===== src/rtl/vgm_pkg.sv =====
// VGM command stream constants and FSM state encoding.
// Shared by the player and any future chip-specific players.
package vgm_pkg;

  localparam logic [7:0] OP_AY_WRITE   = 8'hA0;
  localparam logic [7:0] OP_WAIT_N     = 8'h61;
  localparam logic [7:0] OP_WAIT_735   = 8'h62;
  localparam logic [7:0] OP_WAIT_882   = 8'h63;
  localparam logic [3:0] OP_WAIT_SHORT = 4'h7;
  localparam logic [7:0] OP_END        = 8'h66;

  localparam logic [15:0] WAIT_NTSC = 16'd735;
  localparam logic [15:0] WAIT_PAL  = 16'd882;

  typedef enum logic [2:0] {
    S_CMD,
    S_ARG1,
    S_ARG2,
    S_WR_HI,
    S_WR_LO,
    S_WAIT,
    S_DONE
  } state_e;

endpackage


===== src/rtl/vgm_player_if.sv =====
// Byte stream in, PSG register-write port and status flags out.
// The player is the slave; the stream source / PSG side is the master.
interface vgm_player_if;
  logic [7:0] in_byte;
  logic       in_valid;
  logic       out_ready;
  logic [3:0] out_reg;
  logic [7:0] out_val;
  logic       out_wr;
  logic       out_done;
  logic       out_err;

  modport master (
    output in_byte, in_valid,
    input  out_ready, out_reg, out_val,
    input  out_wr, out_done, out_err
  );

  modport slave (
    input  in_byte, in_valid,
    output out_ready, out_reg, out_val,
    output out_wr, out_done, out_err
  );
endinterface


===== src/rtl/vgm_sample_tick.sv =====
// Free-running sample-rate divider: one-cycle tick every SAMPLE_DIV clocks.
// Reusable by any VGM chip player.
module vgm_sample_tick #(
  parameter int unsigned SAMPLE_DIV = 567
) (
  input  logic in_clk,
  input  logic in_rst,
  output logic out_tick
);

  localparam logic [15:0] LAST = 16'(SAMPLE_DIV - 1);

  logic [15:0] cnt_q;

  assign out_tick = (cnt_q == LAST);

  always_ff @(posedge in_clk) begin
    if (in_rst)        cnt_q <= '0;
    else if (out_tick) cnt_q <= '0;
    else               cnt_q <= cnt_q + 16'd1;
  end

endmodule


===== src/rtl/vgm_player.sv =====
// VGM command decoder driving the YM2149 register-write port.
// Paces wait commands against the 44.1 kHz sample tick.
module vgm_player
  import vgm_pkg::*;
#(
  parameter int unsigned SAMPLE_DIV = 567,
  parameter int unsigned WR_HOLD    = 2
) (
  input logic        in_clk,
  input logic        in_rst,
  vgm_player_if.slave bus
);

  localparam logic [3:0] HOLD_LAST = 4'(WR_HOLD - 1);

  logic tick;

  vgm_sample_tick #(.SAMPLE_DIV(SAMPLE_DIV)) u_tick (
    .in_clk   (in_clk),
    .in_rst   (in_rst),
    .out_tick (tick)
  );

  state_e      state_q, state_d;
  logic        op_wr_q, op_wr_d;
  logic [7:0]  arg_q, arg_d;
  logic [15:0] wait_q, wait_d;
  logic [3:0]  hold_q, hold_d;
  logic [3:0]  reg_q, reg_d;
  logic [7:0]  val_q, val_d;
  logic        wr_q, wr_d;
  logic        done_q, done_d;
  logic        err_q, err_d;
  logic        accept;
  logic [7:0]  b;

  assign b = bus.in_byte;
  assign bus.out_ready = (state_q == S_CMD) |
                         (state_q == S_ARG1) |
                         (state_q == S_ARG2);
  assign accept = bus.in_valid & bus.out_ready;

  always_comb begin
    state_d = state_q;
    op_wr_d = op_wr_q;
    arg_d   = arg_q;
    wait_d  = wait_q;
    hold_d  = hold_q;
    reg_d   = reg_q;
    val_d   = val_q;
    done_d  = done_q;
    err_d   = err_q;
    unique case (state_q)
      S_CMD: if (accept) begin
        unique case (1'b1)
          b == OP_AY_WRITE: begin
            op_wr_d = 1'b1;
            state_d = S_ARG1;
          end
          b == OP_WAIT_N: begin
            op_wr_d = 1'b0;
            state_d = S_ARG1;
          end
          b == OP_WAIT_735: begin
            wait_d  = WAIT_NTSC;
            state_d = S_WAIT;
          end
          b == OP_WAIT_882: begin
            wait_d  = WAIT_PAL;
            state_d = S_WAIT;
          end
          b[7:4] == OP_WAIT_SHORT: begin
            wait_d  = 16'(b[3:0]) + 16'd1;
            state_d = S_WAIT;
          end
          b == OP_END: begin
            done_d  = 1'b1;
            state_d = S_DONE;
          end
          default: err_d = 1'b1;
        endcase
      end
      S_ARG1: if (accept) begin
        arg_d   = b;
        state_d = S_ARG2;
      end
      S_ARG2: if (accept) begin
        if (op_wr_q) begin
          // Bit 7 addresses a second chip we do not drive.
          if (arg_q[7]) begin
            state_d = S_CMD;
          end else begin
            reg_d   = arg_q[3:0];
            val_d   = b;
            hold_d  = '0;
            state_d = S_WR_HI;
          end
        end else begin
          wait_d  = {b, arg_q};
          state_d = ({b, arg_q} == 16'd0) ? S_CMD : S_WAIT;
        end
      end
      S_WR_HI: begin
        if (hold_q == HOLD_LAST) begin
          hold_d  = '0;
          state_d = S_WR_LO;
        end else begin
          hold_d = hold_q + 4'd1;
        end
      end
      S_WR_LO: begin
        if (hold_q == HOLD_LAST) begin
          hold_d  = '0;
          state_d = S_CMD;
        end else begin
          hold_d = hold_q + 4'd1;
        end
      end
      S_WAIT: if (tick) begin
        if (wait_q <= 16'd1) begin
          wait_d  = '0;
          state_d = S_CMD;
        end else begin
          wait_d = wait_q - 16'd1;
        end
      end
      S_DONE: state_d = S_DONE;
      default: state_d = S_CMD;
    endcase
    wr_d = (state_d == S_WR_HI);
  end

  always_ff @(posedge in_clk) begin
    if (in_rst) begin
      state_q <= S_CMD;
      op_wr_q <= 1'b0;
      arg_q   <= '0;
      wait_q  <= '0;
      hold_q  <= '0;
      reg_q   <= '0;
      val_q   <= '0;
      wr_q    <= 1'b0;
      done_q  <= 1'b0;
      err_q   <= 1'b0;
    end else begin
      state_q <= state_d;
      op_wr_q <= op_wr_d;
      arg_q   <= arg_d;
      wait_q  <= wait_d;
      hold_q  <= hold_d;
      reg_q   <= reg_d;
      val_q   <= val_d;
      wr_q    <= wr_d;
      done_q  <= done_d;
      err_q   <= err_d;
    end
  end

  assign bus.out_reg  = reg_q;
  assign bus.out_val  = val_q;
  assign bus.out_wr   = wr_q;
  assign bus.out_done = done_q;
  assign bus.out_err  = err_q;

endmodule


===== src/flat_wrapper.sv =====
// flat-port wrapper written by rule: the top's interface ports become plain ports
module vgm_player_flat import vgm_pkg::*;
#(
  parameter int unsigned SAMPLE_DIV = 567,
  parameter int unsigned WR_HOLD    = 2
)
  (in_clk, in_rst, bus_in_byte, bus_in_valid, bus_out_ready, bus_out_reg, bus_out_val, bus_out_wr, bus_out_done, bus_out_err);
  vgm_player_if bus_i ();
  input logic in_clk;
  input logic in_rst;
  input wire logic [$bits(bus_i.in_byte)-1:0] bus_in_byte;
  input wire logic [$bits(bus_i.in_valid)-1:0] bus_in_valid;
  output wire logic [$bits(bus_i.out_ready)-1:0] bus_out_ready;
  output wire logic [$bits(bus_i.out_reg)-1:0] bus_out_reg;
  output wire logic [$bits(bus_i.out_val)-1:0] bus_out_val;
  output wire logic [$bits(bus_i.out_wr)-1:0] bus_out_wr;
  output wire logic [$bits(bus_i.out_done)-1:0] bus_out_done;
  output wire logic [$bits(bus_i.out_err)-1:0] bus_out_err;
  assign bus_i.in_byte = bus_in_byte;
  assign bus_i.in_valid = bus_in_valid;
  assign bus_out_ready = bus_i.out_ready;
  assign bus_out_reg = bus_i.out_reg;
  assign bus_out_val = bus_i.out_val;
  assign bus_out_wr = bus_i.out_wr;
  assign bus_out_done = bus_i.out_done;
  assign bus_out_err = bus_i.out_err;
  vgm_player #(.SAMPLE_DIV(SAMPLE_DIV), .WR_HOLD(WR_HOLD)) u_core (.in_clk(in_clk), .in_rst(in_rst), .bus(bus_i));
endmodule

===== config.mk =====
export PLATFORM = sky130hd
export DESIGN_NAME = vgm_player_flat
export DESIGN_NICKNAME = d
export VERILOG_FILES = /design/src/rtl/vgm_pkg.sv /design/src/rtl/vgm_player_if.sv /design/src/rtl/vgm_sample_tick.sv /design/src/rtl/vgm_player.sv /design/src/flat_wrapper.sv
export SDC_FILE = /design/constraint.sdc
export NUM_CORES = 1
export LEC_CHECK = 0
export CAP_MARGIN = 40
export CORE_MARGIN = 2
export CORE_UTILIZATION = 47
export CTS_BUF_LIST = sky130_fd_sc_hd__clkbuf_16
export CTS_CLUSTER_SIZE = 8
export DETAILED_ROUTE_END_ITERATION = 12
export GPL_TIMING_DRIVEN = 0
export PLACE_DENSITY = 0.66
export SLEW_MARGIN = 20
export SYNTH_ARGS = -nofsm -noshare
export SYNTH_HDL_FRONTEND = slang
export SYNTH_SLANG_ARGS = --single-unit

===== constraint.sdc =====
create_clock -name in_clk -period 2.81 [get_ports in_clk]
set_input_delay 0.562 -clock in_clk [delete_from_list [all_inputs] [get_ports in_clk]]
set_output_delay 0.562 -clock in_clk [all_outputs]
set_load 0.02 [all_outputs]

==> metrics.md, run 1 <==
| Metric | Value |
|---|---|
| Die height | `between 90 and 100 um` |
| Finished layout cell area | `about 4200 um^2` |
| Biggest regs | `u_core.u_tick.cnt_q x16, u_core.wait_q x16` |
| Maximum vdd drop | `about 300 uV` |
| Clk_skew | `0.00634 ns` |
| Post-DP HPWL | `~6400 um` |
| Final #Nets | `about 470` |
| Pins Over Slew Limit | `0` |
| Met3 Use GR | `6.16%` |
| Synth warnings | `0` |
| Syn Inst Count | `roughly 410` |
| CTS Buf Count | `9` |
| Synth top area share | `between 30% and 40%` |
| Final worst-path cycle share | `91.5%` |
| Met1 GRT Util | `approximately 30%` |
| Critical path type | `in2reg` |
| Full die area | `approximately 8400 um^2` |
| CTS H-tree depth | `3` |
| CP required | `a little over 3 ns` |
| DRC violations left | `0` |
| WHS Endpoint | `u_core.bus.out_done` |
| Prevailing post-synth register cell | `dfxtp_1` |
| I/O pin count | `27` |
| Crit path arrival time | `2.79 ns` |
| Hold_ws | `approximately 0.45 ns` |
| Startpoint Class | `input pin` |
| Register area | `between 1000 and 1500 um^2` |
| Antenna viol nets, final | `0` |
| RR Endpoint | `u_core.wait_q[10]` |
| Post-CTS sizing | `0` |
| Max FO, Critical Path | `10` |
| CTS Hold Buffers Added | `0` |
| Post-CTS setup buffers | `0` |
| Layout cells sized above 1 | `about a tenth` |
| Number of synthesized register bits | `63` |
| Die W | `between 90 and 100 um` |
| Initial drt markers | `186` |
| PortBufs | `21` |
| RSZ-0062 raised after global routing | `no` |
| Power Density | `roughly 500 nW/um^2` |
| Register-to-register path setup slack | `approximately 0.50 ns` |
| Core area | `around 7600 um^2` |
| Hold Crit Start | `u_core.bus.out_done` |
| Pin count of the biggest net entering global routing | `12` |
| Clock transition at path regs | `~0.05 ns` |
| Setup crit end kind | `flip-flop` |
| RR Startpoint | `u_core.wait_q[0]` |
| Grt ovf | `0` |
| Gr busiest metal | `met2` |
| Ranking of synthesized cells by area | `dfxtp_1 (35%), nor2_1 (6.1%), mux2i_1 (5.5%)` |
| Initial antenna violation count | `0` |
| Synthesized net count | `434` |
| Row count | `32` |
| Max Root-Sink Buffers | `2` |
| DR pass1 iterations | `5` |
| R2R depth | `7` |
| Vias post-DR | `roughly 3,200` |
| Clock Latency Late Sink | `0.33 ns` |
| Leakage | `1.55 nW` |
| First-pass GRT wire length | `about 15,000 um` |
| RD Place Congestion | `approximately 0.89` |
| GRT Resource Usage Total | `approximately 22%` |
| Post-synthesis sequential area ratio | `a little over a third` |
| Area of the multi-input gates | `between 2000 and 2500 um^2` |
| Synthesized cell area | `3620 um^2` |
| TritonCTS clock tree | `yes` |
| Clock Tree Root | `clkbuf_16` |
| Hold Crit Depth | `2` |
| CTS sink cnt | `63` |
| Routed WL | `about 9000 um` |
| Max Cap Violations | `0` |
| Initial core utilization | `between 40% and 50%` |
| Tmin final | `2.57 ns` |
| Vias/cell | `slightly below 6` |
| Final Total Pwr | `2.11 mW` |
| Actual slew at the worst max-slew pin | `0.608 ns` |
| Slew margin rel. | `about three fifths` |
| Async SR Flop Fraction | `0%` |
| Hold WC Path Type | `reg2reg` |
| Status | `complete, no violations` |
| Met2 GRT Util | `approximately a third` |
| # diodes | `0` |
| Cell Area, Placed | `about 4000 um^2` |
| Setup-violating endpoint count in the final report | `0` |
| Filler cells | `716` |
| Syn Area/Cell | `between 8 and 9 um^2` |
| EDFF count, synth | `0` |
| Final Hold Viols | `0` |
| Fmax | `389 MHz` |
| Vias in the first global route | `between 3,000 and 4,000` |
| Avg WL per Cell | `16.1 um` |
| Final Core Density | `55.6%` |
| Post-synth cell types | `65` |
| Area leader, netlist | `dfxtp_1` |
| P&R area growth vs syn | `16.7%` |
-- report_power, final --
| group | switching (mW) | leakage [nW] | internal [mW] |
|---|---|---|---|
| Combinational | 0.129 | 0.912 | 0.0801 |
| Clock | 0.395 | 0.130 | 0.587 |
| Sequential | 0.0162 | 0.509 | 0.907 |
-- critical path, cell delays in order --
cell,delay [ns]
clkdlybuf4s50_1,0.55
ha_1,0.35
or2_2,0.32
a21oi_1,0.34
o21a_1,0.18
buf_2,0.26
a211oi_1,0.08
o32ai_1,0.14
-- layer usage --
metal	wire length, um	part of all wire (%)	vias up
met5	0	0	-
met2	4130	46	92
met3	481	5.4	27
met4	272	3.1	0
li1	-	-	1575
met1	4020	45	1512
-- worst max-delay path by stage --
| stage | from | to | slack [ns] | depth (start not counted) |
|---|---|---|---|---|
| 2_1_floorplan | bus_in_byte[0] | u_core.state_q[0] | 0.80 | 6 |
| 3_3_place_gp | bus_in_byte[0] | u_core.state_q[0] | -0.19 | 8 |
| 3_5_place_dp | bus_in_byte[0] | u_core.state_q[0] | -0.21 | 8 |
| 4_1_cts | bus_in_byte[0] | u_core.state_q[0] | 0.14 | 8 |
| 5_1_grt | bus_in_byte[1] | u_core.state_q[0] | 0.09 | 7 |
| 6_report | bus_in_byte[1] | u_core.wait_q[4] | 0.24 | 8 |
-- per-stage QoR --
step	setup TNS [ns]	setup slack (ns)	instances
after floorplan	0	0.797	413
after global placement	-1.74	-0.194	536
after detailed placement	-1.97	-0.205	536
after CTS	0	0.137	552
after global routing	0	0.0866	552
final	0	0.238	552
-- cell usage in the layout (no fill, tap or decap), types with 3 or more instances in the layout --
master | netlist | routed
nor2_1 | 59 | 59
nor2b_1 | 4 | 4
clkbuf_16 | 0 | 9
o32ai_1 | 10 | 10
ha_1 | 10 | 10
mux2i_1 | 20 | 20
dfxtp_1 | 63 | 63
xnor2_1 | 14 | 14
or3_1 | 4 | 4
a221oi_1 | 6 | 6
o21ai_0 | 6 | 6
and2_1 | 3 | 3
inv_1 | 15 | 16
nand2_1 | 30 | 30
nor3b_1 | 4 | 4
a311oi_1 | 4 | 4
a21oi_1 | 19 | 19
nor4_1 | 5 | 5
a31oi_1 | 5 | 5
xor2_1 | 6 | 6
nand3b_1 | 3 | 3
buf_6 | 6 | 6
buf_2 | 5 | 5
clkbuf_1 | 11 | 11
clkdlybuf4s50_1 | 0 | 20
a22oi_1 | 3 | 3
nand2b_1 | 6 | 6
nand3_1 | 9 | 9
a21o_1 | 4 | 4
nand4_1 | 8 | 8
nor3_1 | 8 | 8
and3b_1 | 5 | 5
a211oi_1 | 15 | 15
-- cell usage after synthesis, types with 2 or more instances --
| master | count |
|---|---|
| nor2_1 | 59 |
| a31oi_1 | 5 |
| a221oi_1 | 6 |
| a211oi_2 | 2 |
| mux2i_1 | 20 |
| nor4_1 | 5 |
| clkbuf_1 | 11 |
| o211ai_1 | 2 |
| nor4b_1 | 2 |
| a211oi_1 | 15 |
| o21a_1 | 2 |
| nor3b_1 | 4 |
| buf_2 | 5 |
| o32ai_1 | 10 |
| and4_1 | 2 |
| xnor2_1 | 14 |
| ha_1 | 10 |
| and3b_1 | 5 |
| and2_1 | 3 |
| a21oi_1 | 19 |
| o21ai_0 | 6 |
| a311oi_1 | 4 |
| nand4_1 | 8 |
| dfxtp_1 | 63 |
| a21o_1 | 4 |
| a22oi_1 | 3 |
| nand2b_1 | 6 |
| nand2_1 | 30 |
| nand3_1 | 9 |
| a22o_1 | 2 |
| and3_1 | 2 |
| or3_1 | 4 |
| xor2_1 | 6 |
| nor2b_1 | 4 |
| inv_1 | 15 |
| buf_6 | 6 |
| o31a_1 | 2 |
| o31ai_1 | 2 |
| nand3b_1 | 3 |
| nor3_1 | 8 |
-- logic make-up after synthesis --
group / Yosys count / share of synthesized area (%)
buffers and inverters: 37 / 5.25
AOI/OAI and AO/OA: 95 / 20.0
muxes: 20 / 5.52
DFF: 63 / 34.8
xor gates and xnor gates: 20 / 4.83
and+or+nand+nor: 168 / 26.2
adders and majority gates: 10 / 3.45
-- layout make-up --
| type | instances | share of cell area, % |
|---|---|---|
| clock buffer | 9 | 5.32 |
| inverter | 15 | 1.33 |
| tap | 102 | 3.02 |
| buffer | 22 | 3.16 |
| clock inverter | 7 | 0.976 |
| timing repair buffer | 21 | 5.03 |
| multi-input combinational | 313 | 51.3 |
| sequential | 63 | 29.8 |
Power figures use the tool's default switching activity.
==> run 2, diff against run 1 <==
- SLEW_MARGIN: 20 -> 40
==> results of run 2 <==
The final DEF is identical to that of run 1; final timing and power are the same.
